**config.mk**
```make
export PLATFORM = sky130hd
export DESIGN_NAME = button_event_decoder
export DESIGN_NICKNAME = d
export VERILOG_FILES = /design/src/rtl/button_pkg.sv /design/src/rtl/interval_timer.sv /design/src/rtl/button_event_decoder.sv
export SDC_FILE = /design/constraint.sdc
export NUM_CORES = 1
export LEC_CHECK = 0
export BUFFER_PORTS_ARGS = -buffer_cell sky130_fd_sc_hd__buf_2
export CAP_MARGIN = 20
export CORE_UTILIZATION = 55
export CTS_CLUSTER_SIZE = 16
export DETAILED_ROUTE_END_ITERATION = 16
export GPL_ROUTABILITY_DRIVEN = 0
export PLACE_DENSITY = 0.73
export SYNTH_ARGS = -nofsm -noshare
export SYNTH_HDL_FRONTEND = slang
export SYNTH_SLANG_ARGS = --single-unit
```
**constraint.sdc**
```tcl
create_clock -name clk_in -period 2.9 [get_ports clk_in]
set_clock_uncertainty 0.15 [all_clocks]
set_input_delay 0.29 -clock clk_in [delete_from_list [all_inputs] [get_ports clk_in]]
set_output_delay 0.29 -clock clk_in [all_outputs]
set_load 0.05 [all_outputs]
```
**src/rtl/button_pkg.sv**
```systemverilog
`default_nettype none
// ============================================================================
// Module      : button_pkg
// Description : Shared types and default constants for the button event
//               decoder and the debouncer instantiation wrapper.
//               - btn_state_t : decoder state encoding
//               - DEF_*       : default timing parameters
// Revision    : 1.0 - initial release
// ============================================================================
package button_pkg;

  typedef enum logic [1:0] {
    ARM       = 2'd0,
    IDLE      = 2'd1,
    PRESSED   = 2'd2,
    LONG_HELD = 2'd3
  } btn_state_t;

  localparam int unsigned DEF_CNT_W         = 24;
  localparam int unsigned DEF_LONG_CYCLES   = 1_000_000;
  localparam int unsigned DEF_REPEAT_CYCLES = 250_000;

endpackage
`default_nettype wire

```
**src/rtl/interval_timer.sv**
```systemverilog
`default_nettype none
// ============================================================================
// Module      : interval_timer
// Description : Loadable, saturating up-counter with synchronous clear and a
//               terminal-count compare.
//   clk        in   clock, rising edge
//   rst_n      in   asynchronous active-low reset
//   clear      in   zero the count (highest priority)
//   load       in   load load_value
//   load_value in   value loaded when load is high
//   inc        in   count up by one (stops at all-ones)
//   tc_value   in   terminal count compared against the current count
//   at_tc      out  current count equals tc_value
// Revision    : 1.0 - initial release
// ============================================================================
module interval_timer
  import button_pkg::*;
#(
  parameter int unsigned CNT_W = DEF_CNT_W
) (
  input  logic             clk,
  input  logic             rst_n,
  input  logic             clear,
  input  logic             load,
  input  logic [CNT_W-1:0] load_value,
  input  logic             inc,
  input  logic [CNT_W-1:0] tc_value,
  output logic             at_tc
);

  localparam logic [CNT_W-1:0] COUNT_MAX = '1;

  logic [CNT_W-1:0] count;

  always_ff @(posedge clk or negedge rst_n) begin
    if (!rst_n) begin
      count <= '0;
    end else if (clear) begin
      count <= '0;
    end else if (load) begin
      count <= load_value;
    end else if (inc && (count != COUNT_MAX)) begin
      count <= count + CNT_W'(1);
    end
  end

  assign at_tc = (count == tc_value);

endmodule
`default_nettype wire

```
**src/rtl/button_event_decoder.sv**
```systemverilog
`default_nettype none
// ============================================================================
// Module      : button_event_decoder
// Description : Turns a debounced, synchronous button level into registered
//               single-cycle strobes (press, release, click, long, repeat)
//               and a held level.
//   clk_in      in   system clock, rising edge
//   rst_n_in    in   asynchronous active-low reset
//   level_in    in   debounced button level (1 = pressed)
//   press_out   out  strobe on press
//   release_out out  strobe on release
//   click_out   out  strobe on release before the long threshold
//   long_out    out  strobe when hold reaches LONG_CYCLES
//   repeat_out  out  strobe every REPEAT_CYCLES after a long press
//   held_out    out  level, high while pressed
// Revision    : 1.0 - initial release
// ============================================================================
module button_event_decoder
  import button_pkg::*;
#(
  parameter int unsigned CNT_W         = DEF_CNT_W,
  parameter int unsigned LONG_CYCLES   = DEF_LONG_CYCLES,
  parameter int unsigned REPEAT_CYCLES = DEF_REPEAT_CYCLES
) (
  input  logic clk_in,
  input  logic rst_n_in,
  input  logic level_in,
  output logic press_out,
  output logic release_out,
  output logic click_out,
  output logic long_out,
  output logic repeat_out,
  output logic held_out
);

  // The counter is cleared on the event edge and counts one per held edge,
  // so the threshold edge is the one where the count already equals N-1.
  localparam logic [CNT_W-1:0] LONG_TC   = CNT_W'(LONG_CYCLES - 1);
  localparam logic [CNT_W-1:0] REPEAT_TC =
    (REPEAT_CYCLES == 0) ? '0 : CNT_W'(REPEAT_CYCLES - 1);

  btn_state_t       state_q, state_d;
  logic             press_d, release_d, click_d, long_d, repeat_d, held_d;
  logic             tmr_clear, tmr_inc, tmr_at_tc;
  logic [CNT_W-1:0] tmr_tc;

  interval_timer #(
    .CNT_W(CNT_W)
  ) u_timer (
    .clk        (clk_in),
    .rst_n      (rst_n_in),
    .clear      (tmr_clear),
    .load       (1'b0),
    .load_value ('0),
    .inc        (tmr_inc),
    .tc_value   (tmr_tc),
    .at_tc      (tmr_at_tc)
  );

  always_comb begin
    state_d   = state_q;
    press_d   = 1'b0;
    release_d = 1'b0;
    click_d   = 1'b0;
    long_d    = 1'b0;
    repeat_d  = 1'b0;
    tmr_clear = 1'b0;
    tmr_inc   = 1'b0;
    tmr_tc    = '0;

    case (state_q)
      // A button held through reset must be seen released before arming.
      ARM: begin
        if (!level_in) state_d = IDLE;
      end

      IDLE: begin
        if (level_in) begin
          press_d   = 1'b1;
          tmr_clear = 1'b1;
          state_d   = PRESSED;
        end
      end

      PRESSED: begin
        tmr_tc = LONG_TC;
        // Release is checked first so it wins over the long threshold.
        if (!level_in) begin
          release_d = 1'b1;
          click_d   = 1'b1;
          state_d   = IDLE;
        end else if (tmr_at_tc) begin
          long_d    = 1'b1;
          tmr_clear = 1'b1;
          state_d   = LONG_HELD;
        end else begin
          tmr_inc = 1'b1;
        end
      end

      LONG_HELD: begin
        tmr_tc = REPEAT_TC;
        if (!level_in) begin
          release_d = 1'b1;
          state_d   = IDLE;
        end else if (REPEAT_CYCLES != 0) begin
          if (tmr_at_tc) begin
            repeat_d  = 1'b1;
            tmr_clear = 1'b1;
          end else begin
            tmr_inc = 1'b1;
          end
        end
      end

      default: begin
        state_d = ARM;
      end
    endcase

    held_d = (state_d == PRESSED) || (state_d == LONG_HELD);
  end

  always_ff @(posedge clk_in or negedge rst_n_in) begin
    if (!rst_n_in) begin
      state_q     <= ARM;
      press_out   <= 1'b0;
      release_out <= 1'b0;
      click_out   <= 1'b0;
      long_out    <= 1'b0;
      repeat_out  <= 1'b0;
      held_out    <= 1'b0;
    end else begin
      state_q     <= state_d;
      press_out   <= press_d;
      release_out <= release_d;
      click_out   <= click_d;
      long_out    <= long_d;
      repeat_out  <= repeat_d;
      held_out    <= held_d;
    end
  end

endmodule
`default_nettype wire

```
Yosys cells after proc, flatten, opt, wreduce, memory -nomap -nowiden
Index checks and enable logic that the tools add are counted.
{"block": "word_totals", "reg_bits": 32, "input_bits": 3}
{"block": "classes", "add_sub_neg": 1, "n_eq_ne": 7, "mux": 21, "reduce_logical": 6}
{"cell": "two-way mux 24 bit", "n": 2}
{"cell": "one-hot mux 20 bit (2 select lines)", "n": 1}
{"cell": "adder 24 x 1 -> 24 bit (second input constant)", "n": 1}
{"cell": "equality test 24 x 20 -> 1 bit", "n": 1}
{"cell": "inequality test 24 bit (second input constant)", "n": 1}
{"cell": "two-way mux 1 bit", "n": 12}
{"cell": "equality test 2 bit (second input constant)", "n": 4}
{"cell": "two-way mux 2 bit", "n": 4}
{"cell": "one-hot mux 2 bit (3 select lines)", "n": 1}
{"cell": "OR reduction 2 bit", "n": 2}
{"cell": "equality test 2 x 1 -> 1 bit (second input constant)", "n": 1}
{"cell": "logical NOT 2 bit", "n": 1}
{"cell": "one-hot mux 1 bit (2 select lines)", "n": 1}
{"cell": "nonzero test 2 bit", "n": 1}
{"cell": "logical AND 1 bit", "n": 1}
{"cell": "logical OR 1 bit", "n": 1}

Longest topological paths before layout
{"block": "logic_depth", "ltp_word": 9, "depth_mapped": 10, "mapped_depth_nobuf": 8}

Modules after synthesis
Synthesis repeated with hierarchy kept, for this count alone.
{"block": "hier_totals", "cells_unflattened": 263, "area_unflattened_um2": 2318.5}
{"mod": "interval_timer", "instances": 1, "cells_per_inst": 226, "area_per_inst_um2": 1910.6, "seq_area_each_um2": 600.6}
{"mod": "button_event_decoder", "instances": 1, "cells_per_inst": 37, "area_per_inst_um2": 407.9, "seq_area_each_um2": 200.2}

Worst setup path after synthesis
Ideal clock, no wire load.
{"block": "synth_timing", "path_kind": "register to register", "start": "register state_q[0]", "end": "register u_timer.count[14]", "setup_time_ns": 0.123, "arrival_time_ns": 2.047, "path_slack_ns": 0.579, "path_stages_with_launch": 10, "path_buffers": 1, "path_cell_list": "dfrtp_1 -> inv_1 -> ha_1 -> nor4_1 -> o2bb2a_1 -> a211oi_1 -> a31oi_1 -> nor3b_2 -> buf_2 -> nor2_1"}
{"block": "synth_via", "elab_chain_len": 8, "elab_cells_between_ends": 15, "cone_classes": "eq/ne: 4; mux: 8; reduce/logical: 3"}
{"element": "start, declared", "line_no": "button_event_decoder.sv:42", "source": "btn_state_t state_q, state_d;"}
{"element": "start signal, assigned", "line_no": "button_event_decoder.sv:134", "source": "state_q <= state_d;"}
{"element": "equality test 2 bit", "line_no": "button_event_decoder.sv:71", "source": "case (state_q)"}
{"element": "one-hot mux 20 bit (2 select lines)", "line_no": "button_event_decoder.sv:71"}
{"element": "equality test 24 x 20 -> 1 bit", "line_no": "interval_timer.sv:47", "source": "assign at_tc = (count == tc_value);"}
{"element": "two-way mux 1 bit", "line_no": "button_event_decoder.sv:92, button_event_decoder.sv:107"}
{"element": "two-way mux 1 bit", "line_no": "button_event_decoder.sv:88", "source": "if (!level_in) begin"}
{"element": "two-way mux 1 bit"}
{"element": "logical AND 1 bit", "line_no": "interval_timer.sv:42", "source": "end else if (inc && (count != COUNT_MAX)) begin"}
{"element": "nonzero test 2 bit (no line)"}
{"element": "end signal, assigned", "line_no": "interval_timer.sv:41", "source": "count <= load_value;"}
{"element": "end signal, assigned", "line_no": "interval_timer.sv:43", "source": "count <= count + CNT_W'(1);"}
{"element": "end, declared", "line_no": "interval_timer.sv:33", "source": "logic [CNT_W-1:0] count;"}
Several ways; a longest one is shown, not always the timed one.
A chain may end at the register's enable or synchronous reset.

Worst setup path after layout
{"block": "layout_timing", "start": "register state_q[0]", "end": "register u_timer.count[5]"}
The elaborated chain is that of the path after synthesis.

==> flow_summary.yaml <==
sta:
  rsz0062_at_grt: "false"
  worstMarginPinSlew_ns: 0.686
  period_share_pct: 92.9
  period_needed_ns: 2.70
  setup_viol: 0
  fmax_mhz: 371
  max_slew_margin_pct: 54.2
  slew_violations: 0
  whs_ns: 0.0915
  tns_ns: 0
  hold_viol_final: 0
clock_network:
  clock_latency_ns: 0.34
  root_buffer: "clkbuf_4"
  cts_tree: "done"
  clk_pin_slew_ns: 0.09
  cts.sink_count: 32
  htreeDepth: 2
  cts_buffers: 5
  cts_setup_buffers: 0
  clockBufferDepth: 2
power:
  powerDensity_nw_per_um2: 702
  p_leak_nw: 0.868
  ir_worst_vdd_v: 0.000396
  p_total_w: 0.00138
floorplanning:
  die-area_um2: 3590
  fp-row-count: 20
  die_w_um: 59.9
  core_um2: 3130
  fp.dieH_um: 59.9
  pin_count: 9
  start_util_pct: 59.0
layout:
  area_growth_pct: 6.92
  nets: 213
  drive_gt1_share_pct: 13.2
  fillCellCount: 263
  final_util_pct: 63.1
  insertedDiodeCount: 0
critical_path:
  path_cells: "inv_1 -> ha_1 -> nor2_1 -> o21ai_0 -> and2_1 -> buf_4 -> or4_1 -> a21oi_2"
  crit_path_max_incr_delay_ns: 0.54
  r2r_cells: 8
  cp_top_family: "simple AND/OR/NAND/NOR gates"
  crit_start: "state_q[0]$_DFF_PN0_"
  crit_type: "flop to flop"
  reg2reg_to: "u_timer.count[5]$_DFFE_PN0P_"
  worstSetupStartpointType: "flop"
  cp.required_ns: 3.02
  cp_data_arrival_time_ns: 2.82
  critPathCaptureType: "flop"
  crit_slowest_cell: "or4_1"
  r2r_start: "state_q[0]$_DFF_PN0_"
  cp_max_fo: 18
  ff2ff_setup_slack_ns: 0.20
  cp.buffers_inverters: 2
place:
  dp_hpwl_um: 2510
  portBuffers: 8
status:
  outcome: "finished, final reports clean"
yosys:
  synth-seq-area-share_pct: 43.4
  syn_nets: 202
  synth_area_um2: 1850
  syn_inst: 192
  ys.flop_type: "dfrtp_1"
  ys_async_sr_fraction_pct: 100
  synth_edf_count: 0
  avgSynthCellArea_um2: 9.61
  ys_seq_elements: 32
  synth.distinct_cells: 43
  yosysWarnings: 0
detailed_routing:
  drtIter0Drc: 80
  dr.pass1.iters: 4
  via_per_inst: 5.89
  drc: 0
  drtAntennaViolNets: 0
  drt_wl_total_um: 3590
  wl_per_cell_um: 14.5
  vias: 1461
grt:
  grt_pass1_vias: 1455
  grt_usage_pct: 24.8
  grt_max_degree: 33
  grt_pass1_wl_um: 6480
  grt_overflow: 0
  antenna_found_initial: 0
flow_run:
  max-cap-violations: 0
hold_path:
  holdCritStartpoint: "level_in"
  whs_path_depth: 2
  whs_endpoint: "click_out$_DFF_PN0_"
  hold_path.class: "input port to flop"
[synthesized netlist by cell type, drive strengths merged (3+ instances only)]
cell type	n	area (um^2)
a21oi	8	51.3
and4	4	37.5
o21ai	4	23.8
nand2	9	50.1
nand3	10	55.1
buf	6	51.3
and3	6	37.5
or4	8	60.1
inv	10	37.5
ha	7	87.6
xnor2	12	105
nor4	5	31.3
xor2	5	43.8
dfrtp	32	801
nor2	27	101
o31ai	5	42.5
and2	3	18.8
nor3	5	25.0
a31oi	3	18.8
nand4	6	37.5
[stage by stage]
| step | cell area [um^2] | cells | setup WS [ns] |
|---|---|---|---|
| 2_1_floorplan | 1850 | 192 | 0.579 |
| 3_3_place_gp | 1900 | 239 | 0.479 |
| 3_5_place_dp | 1900 | 239 | 0.279 |
| 4_1_cts | 1970 | 248 | 0.244 |
| 5_1_grt | 1970 | 248 | 0.0734 |
| 6_report | 1970 | 248 | 0.205 |
[sequential cells by signal, summed over array words and instances, names as in the netlist]
name / flops
u_timer.count: 24
long_out: 1
press_out: 1
held_out: 1
click_out: 1
repeat_out: 1
release_out: 1
state_q: 2
[worst max path at each step]
stage                                                to  slack [ns]  cells after the start
after floorplan           u_timer.count[14]$_DFFE_PN0P_        0.58                      9
after global placement     u_timer.count[5]$_DFFE_PN0P_        0.48                      8
after detailed placement   u_timer.count[5]$_DFFE_PN0P_        0.28                      8
after CTS                  u_timer.count[5]$_DFFE_PN0P_        0.24                      8
after global routing       u_timer.count[3]$_DFFE_PN0P_        0.07                      8
final                      u_timer.count[5]$_DFFE_PN0P_        0.20                      8
[area by class of cell]
cell class | instances | area (um^2) | area share, %
Clock buffer | 8 | 58.8 | 2.98
Inverter | 10 | 37.5 | 1.90
Multi-Input combinational cell | 142 | 948 | 48.1
Sequential cell | 32 | 801 | 40.6
Tap cell | 44 | 55.1 | 2.79
Timing Repair Buffer | 12 | 72.6 | 3.68
[metal layers]
metal	track usage, %	wire length, um	vias to the layer above
met5	0	0	-
met4	12.3	106	0
met3	9.09	189	13
met2	36.2	1630	45
met1	32.1	1670	692
li1	-	-	711
[worst reg2reg max path, stage by stage (launching register included)]
cell and delay [ns]:
dfrtp_1 0.46, inv_1 0.11, ha_1 0.30, nor2_1 0.33, o21ai_0 0.20, and2_1 0.19, buf_4 0.19, or4_1 0.54
a21oi_2 0.15
[where the power goes]
part	switching, W	total, W	internal (W)
clock network	0.000147	0.000266	0.000119
logic	0.000388	0.000571	0.000183
registers	0.0000498	0.000548	0.000498
total	0.000585	0.00138	0.000800
[timing repair]
action,4_1_cts,5_1_grt
hold buffers,1,0
resized for setup,0,0
setup endpoints to repair,0,0
hold endpoints to repair,32,0
[cells by family (layout without fill, tap and decap cells)]
kind of cell,after synthesis,count (layout),synth area share (%)
xor gates and xnor gates,17,17,8.07
DFF,32,32,43.4
buffers and inverters,18,30,5.22
AOI/OAI and AO/OA,29,29,11.2
adders and majority gates,7,7,4.75
and+or+nand+nor,89,89,27.4
[layout by cell type, fill, tap and decap left out, types with 3 or more instances in the layout]
cell type  instances
nand4_1            6
nand3_1            9
a21oi_1            5
o31ai_1            4
nor2_1            27
or4_1              8
and2_1             3
nor3_1             5
xor2_1             5
nand2_1            8
buf_2              8
and4_1             3
xnor2_1           12
ha_1               7
inv_1              9
buf_4              3
a21oi_2            3
clkbuf_4           5
and3_1             6
a31oi_1            3
dfrtp_1           32
nor4_1             5
No activity file was read; power rests on OpenSTA's default activity.
